==> src/rtl/delay_pipe_sched.sv <==
// Round-robin scheduler sharing one fixed-latency external delay line among NREQ requesters.
// A {vld, tag} shadow pipeline, aligned with the datapath, routes each result back to its issuer.
module delay_pipe_sched #(
    parameter int NREQ = 4,
    parameter int DW   = 8,
    parameter int LAT  = 3,
    parameter int IDW  = 2
) (
    input  logic                 clk,
    input  logic                 rst_n,
    input  logic [NREQ-1:0]      req_valid,
    input  logic [NREQ*DW-1:0]   req_data,
    output logic [NREQ-1:0]      req_ready,
    output logic [DW-1:0]        pipe_xi,
    input  logic [DW-1:0]        pipe_xo,
    output logic [NREQ-1:0]      resp_valid,
    output logic [DW-1:0]        resp_data,
    input  logic                 drain_req,
    output logic                 drain_done,
    output logic                 busy
);

    localparam int CW = $clog2(LAT + 1);

    typedef enum logic [1:0] {ST_RUN, ST_DRAIN, ST_DONE} state_t;

    state_t          state_reg, state_next;
    logic [IDW-1:0]  ptr_reg, ptr_next;
    logic [CW-1:0]   count_reg, count_next;
    logic [LAT-1:0]  vld_reg;
    logic [IDW-1:0]  tag_reg [LAT];
    logic [IDW-1:0]  grant_idx;
    logic [IDW-1:0]  scan_idx;
    logic            grant_found;
    logic            arb_en;
    logic            issue;
    logic            retire;

    // State register
    always_ff @(posedge clk or negedge rst_n) begin
        if (!rst_n) begin
            state_reg <= ST_RUN;
        end else begin
            state_reg <= state_next;
        end
    end

    // Next-state logic; DRAIN exits on the in-flight count seen at the start of the cycle
    always_comb begin
        state_next = state_reg;
        case (state_reg)
            ST_RUN:   if (drain_req) state_next = ST_DRAIN;
            ST_DRAIN: if (count_reg == '0) state_next = ST_DONE;
            ST_DONE:  if (!drain_req) state_next = ST_RUN;
            default:  state_next = ST_RUN;
        endcase
    end

    // Output logic; rst_n gating keeps the combinational grant quiet while reset is held
    always_comb begin
        arb_en     = rst_n && (state_reg == ST_RUN) && !drain_req;
        drain_done = (state_reg == ST_DONE);
    end

    // Priority search starting at ptr_reg, wrapping modulo NREQ
    always_comb begin
        grant_found = 1'b0;
        grant_idx   = '0;
        scan_idx    = '0;
        for (int k = 0; k < NREQ; k++) begin
            scan_idx = IDW'((int'(ptr_reg) + k) % NREQ);
            if (!grant_found && req_valid[scan_idx]) begin
                grant_found = 1'b1;
                grant_idx   = scan_idx;
            end
        end
    end

    assign issue   = arb_en && grant_found;
    assign retire  = vld_reg[LAT-1];
    assign pipe_xi = issue ? req_data[grant_idx*DW +: DW] : '0;

    generate
        for (genvar gi = 0; gi < NREQ; gi++) begin : g_onehot
            assign req_ready[gi]  = issue && (grant_idx == IDW'(gi));
            assign resp_valid[gi] = retire && (tag_reg[LAT-1] == IDW'(gi));
        end
    endgenerate

    assign resp_data = pipe_xo;
    assign busy      = (count_reg != '0);

    always_comb begin
        ptr_next = ptr_reg;
        if (issue) begin
            ptr_next = (grant_idx == IDW'(NREQ - 1)) ? '0 : grant_idx + 1'b1;
        end
    end

    always_comb begin
        count_next = count_reg;
        case ({issue, retire})
            2'b10:   count_next = count_reg + 1'b1;
            2'b01:   count_next = count_reg - 1'b1;
            default: count_next = count_reg;
        endcase
    end

    always_ff @(posedge clk or negedge rst_n) begin
        if (!rst_n) begin
            ptr_reg   <= '0;
            count_reg <= '0;
            vld_reg   <= '0;
            for (int k = 0; k < LAT; k++) begin
                tag_reg[k] <= '0;
            end
        end else begin
            ptr_reg    <= ptr_next;
            count_reg  <= count_next;
            vld_reg[0] <= issue;
            tag_reg[0] <= grant_idx;
            for (int k = 1; k < LAT; k++) begin
                vld_reg[k] <= vld_reg[k-1];
                tag_reg[k] <= tag_reg[k-1];
            end
        end
    end

endmodule

==> config.mk <==
export PLATFORM = sky130hd
export DESIGN_NAME = delay_pipe_sched
export DESIGN_NICKNAME = d
export VERILOG_FILES = /design/src/rtl/delay_pipe_sched.sv
export SDC_FILE = /design/constraint.sdc
export NUM_CORES = 1
export LEC_CHECK = 0
export ABC_AREA = 1
export CAP_MARGIN = 10
export CORE_AREA = 5 5 51 87
export CTS_BUF_LIST = sky130_fd_sc_hd__clkbuf_4
export DETAILED_ROUTE_END_ITERATION = 10
export DIE_AREA = 0 0 56 92
export PLACE_DENSITY = 0.85
export SYNTH_ARGS = -nofsm -noshare
export SYNTH_HDL_FRONTEND = slang
export SYNTH_SLANG_ARGS = --single-unit
==> constraint.sdc <==
create_clock -name clk -period 2.71 [get_ports clk]
set_clock_uncertainty 0.05 [all_clocks]
set_input_delay 0.542 -clock clk [delete_from_list [all_inputs] [get_ports clk]]
set_output_delay 0.542 -clock clk [all_outputs]
set_load 0.01 [all_outputs]
==> summary.txt <==
TIMING
---------------------------------------------------------------------------------------
RSZ-0062 raised after global routing                                               true
Maximum clock rate                                                              353 MHz
Minimum clock period after layout                                               2.83 ns
Relative slew slack                                                               84.9%
Final critical-path setup slack                                               -0.124 ns
Final-report setup violation count                                                   12
Measured slew at the worst slew-check pin                                      0.225 ns
Pins Over Slew Limit                                                                  0
Worst hold slack after final layout                                            0.305 ns
Period Utilization, post-route                                                     105%
Final number of hold-violating endpoints                                              0

GRT
---------------------------------------------------------------------------------------
Pin count of the biggest net entering global routing                                 17
Wire length of the first global-routing pass                                    6.89 mm
Vias in the first global route                                                     1697
Remaining global-route overflow                                                       0
Combined global-route utilization of all metal layers                             16.1%
Number of antenna violations at the first check in global routing                     0

WORST SETUP PATH
---------------------------------------------------------------------------------------
Capturing element type of the critical path                                 output port
Endpoint of the lowest-slack register-to-register path                     count_reg[1]$_DFFE_PN0P_
Required arrival time at the worst endpoint                                     2.12 ns
Critical setup path kind                                                   flop to output port
CP startpoint kind                                                                 flop
Max Fanout on Critical Path                                                           7
Depth of the most critical reg-to-reg path                                           14
Signal arrival time at the worst endpoint                                       2.24 ns
Worst R2R Setup Slack                                                           0.33 ns
Worst reg2reg startpoint                                                   ptr_reg[0]$_DFFE_PN0P_

POWER
---------------------------------------------------------------------------------------
Power per unit of standard cell area                                        245 nW/um^2
Largest voltage drop on the vdd net                                          0.000181 V
Leakage power total                                                             1.19 nW
Final Power                                                                  0.000567 W

CLOCKING
---------------------------------------------------------------------------------------
Number of buffers on the longest clock path                                           2
Clock tree from TritonCTS                                                           yes
Clock Tree Root                                                            sky130_fd_sc_hd__clkbuf_4
Number of buffers created by CTS                                                      3
Later-pin clock latency in the skew report                                      0.28 ns
TritonCTS Sinks                                                                      15
Register clock-pin slew on the reported worst setup and hold paths              0.09 ns
H-tree levels                                                                         1

SYNTHESIS
---------------------------------------------------------------------------------------
Net Count, Synth                                                                    271
Netlist Area Pre-Place                                                        1450 um^2
Dominant register cell in the synthesized netlist                          sky130_fd_sc_hd__dfrtp_1
Synthesized area divided by synthesized cell count                            6.60 um^2
Synthesized-area fraction occupied by xor and xnor cells                          1.21%
Ys async rst share                                                                 100%
Gate Count Post-Synth                                                               219
Largest family of logic cells by synthesized area                          simple AND/OR/NAND/NOR gates
Post-Synth Adder-Cell Area                                                        4.33%
Portion of netlist area occupied by mux cells                                        0%
Warnings from Yosys                                                                   0
Post-synthesis compound-gate area fraction                                        5.88%
Simple-gate share of the synthesized area                                         43.9%
Number of register bits inferred by synthesis                                        15
Count of flip-flops with a built-in enable after synthesis                            0
Number of distinct library cells after synthesis                                     24
Fraction of the yosys area taken by sequential cells                              26.0%

PLACEMENT
---------------------------------------------------------------------------------------
Total of buffers placed on input and output ports                                    56
Estimated wirelength of the detail-placed design                                3.18 mm
Placed insts                                                                        327
Routability congestion estimate                                                   0.922

FLOORPLANNING
---------------------------------------------------------------------------------------
Starting Density                                                                  40.3%
Die Y-Extent                                                                      92 um
Number of I/O pins                                                                   73
Std-Cell Core Area                                                            3590 um^2
Die area                                                                      5150 um^2
Die Span X                                                                        56 um
Core Rows                                                                            29

MIN PATH
---------------------------------------------------------------------------------------
Path class of the lowest-slack min-delay path                              flop to flop
Hold Crit Start                                                            tag_reg[3]$_DFF_PN0_
Terminating pin of the worst hold path                                     tag_reg[1]$_DFF_PN0_
Hold-critical path depth                                                              0

DRT
---------------------------------------------------------------------------------------
Post-detailed-route wirelength per cell                                         12.8 um
Routed via count                                                                   1630
Pre-Repair DR Iteration Count                                                         4
Remaining design rule violation count                                                 0
Total length of routed wires                                                    4.34 mm
Drt via density                                                                    4.82
Detailed route wirelength on metal2                                             2.49 mm
Detailed-routing wirelength on met1                                             1.49 mm
Count of nets left with antenna violations after detail routing                       0
Highest routed metal layer                                                         met4
Number of violations reported at the end of detailed-routing iteration 0             27
Met3 wirelength from detailed routing                                            201 um

CELLS AND AREA
---------------------------------------------------------------------------------------
Total inserted antenna cells                                                          0
Flip-flop count of the largest register after layout                                  6
Number of filler cells placed in the layout                                         285
Utilization after layout                                                          64.4%
Area of the multi-input gates                                                  917 um^2
FF+latch area                                                                  378 um^2
Final-stage net count                                                               345
Fraction of final layout cells sized beyond drive strength 1                      36.0%
Layout overhead on the synthesized area                                           59.9%
Count of placed standard cells in the final layout, fillers left out                338

OUTCOME
---------------------------------------------------------------------------------------
Result of the run                                                          complete, but fails checks
Failing checks                                                             negative setup slack

FLOW RUN
---------------------------------------------------------------------------------------
Maxcap violations                                                                     0

per-stage QoR:
step | TNS, ns | instance area (um^2) | worst slack, ns
6_report | -1.12 | 2310 | -0.124
5_1_grt | -2.64 | 2310 | -0.259
4_1_cts | -1.04 | 2220 | -0.116
3_5_place_dp | -7.12 | 2120 | -0.627
3_3_place_gp | -6.64 | 2120 | -0.590
2_1_floorplan | 0 | 1450 | 0.378
critical path, cell delays in order, from the launching register on:
cell                      delay (ns)
sky130_fd_sc_hd__dfrtp_2        0.47
sky130_fd_sc_hd__buf_6          0.14
sky130_fd_sc_hd__nand2_2        0.07
sky130_fd_sc_hd__nand2_4        0.07
sky130_fd_sc_hd__nand2_2        0.09
sky130_fd_sc_hd__nand2_2        0.07
sky130_fd_sc_hd__nor2_4         0.15
sky130_fd_sc_hd__nand3_4        0.11
sky130_fd_sc_hd__nand3_4        0.13
sky130_fd_sc_hd__buf_12         0.11
sky130_fd_sc_hd__buf_12         0.10
sky130_fd_sc_hd__nand2_1        0.05
sky130_fd_sc_hd__nand2_1        0.06
sky130_fd_sc_hd__nand2_1        0.05
sky130_fd_sc_hd__a21oi_2        0.13
sky130_fd_sc_hd__buf_2          0.14
cells in the final DEF (no fill, tap or decap), types with 7 or more instances in the layout:
| cell type | netlist | routed |
|---|---|---|
| sky130_fd_sc_hd__nand2_1 | 58 | 47 |
| sky130_fd_sc_hd__clkdlybuf4s50_1 | 0 | 40 |
| sky130_fd_sc_hd__inv_1 | 36 | 32 |
| sky130_fd_sc_hd__nand3_1 | 29 | 25 |
| sky130_fd_sc_hd__nand2_2 | 21 | 24 |
| sky130_fd_sc_hd__buf_4 | 9 | 20 |
| sky130_fd_sc_hd__dfrtp_1 | 15 | 13 |
| sky130_fd_sc_hd__buf_2 | 1 | 12 |
| sky130_fd_sc_hd__nand2_4 | 1 | 9 |
| sky130_fd_sc_hd__nand3_2 | 3 | 7 |
cell families (layout without fill, tap and decap cells):
| kind of cell | count (synthesis) | in the layout |
|---|---|---|
| XOR/XNOR | 2 | 2 |
| flip-flops | 15 | 15 |
| adder cells (fa/ha/maj) | 5 | 5 |
| AO/OA/AOI/OAI | 16 | 16 |
| AND/OR/NAND/NOR | 127 | 127 |
| buffers and inverters | 54 | 127 |
synth_stat cells (2+ instances only):
master | number | share of area (%)
sky130_fd_sc_hd__nand2_1 | 58 | 15
sky130_fd_sc_hd__inv_1 | 36 | 9.3
sky130_fd_sc_hd__nand3_1 | 29 | 10
sky130_fd_sc_hd__nand2_2 | 21 | 9.1
sky130_fd_sc_hd__dfrtp_1 | 15 | 26
sky130_fd_sc_hd__a21oi_1 | 9 | 3.1
sky130_fd_sc_hd__buf_4 | 9 | 4.7
sky130_fd_sc_hd__nor2_1 | 7 | 1.8
sky130_fd_sc_hd__ha_1 | 5 | 4.3
sky130_fd_sc_hd__inv_2 | 4 | 1.0
sky130_fd_sc_hd__nor3_1 | 4 | 1.4
sky130_fd_sc_hd__buf_6 | 3 | 2.3
sky130_fd_sc_hd__nand3_2 | 3 | 2.1
sky130_fd_sc_hd__o21ai_0 | 3 | 1.0
sky130_fd_sc_hd__o21ai_1 | 3 | 1.0
sky130_fd_sc_hd__nand3_4 | 2 | 2.4
power breakdown:
group / switching (W) / internal, W
registers: 0.00000248 / 0.000230
logic: 0.0000937 / 0.000112
clock network: 0.0000735 / 0.0000561
routing by layer:
layer	vias to the layer above	track usage, %
met3	21	2.25
met4	0	8.12
met1	744	14.6
met5	-	0
li1	813	-
met2	52	33.1
cell type report:
type / instances / share of cell area, %
well taps: 46 / 2.49
inverters: 40 / 6.71
repair buffers: 83 / 33.5
clock inverters: 1 / 0.324
flip-flops and latches: 15 / 16.3
multi-input cells: 150 / 39.6
clock buffers: 3 / 0.973
worst max path at each step:
stage | start | to | slack, ns
after CTS | ptr_reg[0]$_DFFE_PN0P_ | pipe_xi[0] | -0.12
after detailed placement | req_valid[3] | pipe_xi[6] | -0.63
after floorplan | req_valid[3] | req_ready[3] | 0.38
after global routing | ptr_reg[0]$_DFFE_PN0P_ | pipe_xi[0] | -0.26
after global placement | req_valid[3] | pipe_xi[6] | -0.59
final | ptr_reg[0]$_DFFE_PN0P_ | pipe_xi[0] | -0.12
timing repair:
item / CTS / global route
gates resized for setup: 73 / 23
pin swaps: 21 / 17
hold buffers: 0 / 0
buffers inserted: 5 / 1
setup endpoints to repair: 12 / 12
gates cloned: 1 / 0
(Power assumes the default switching activity.)
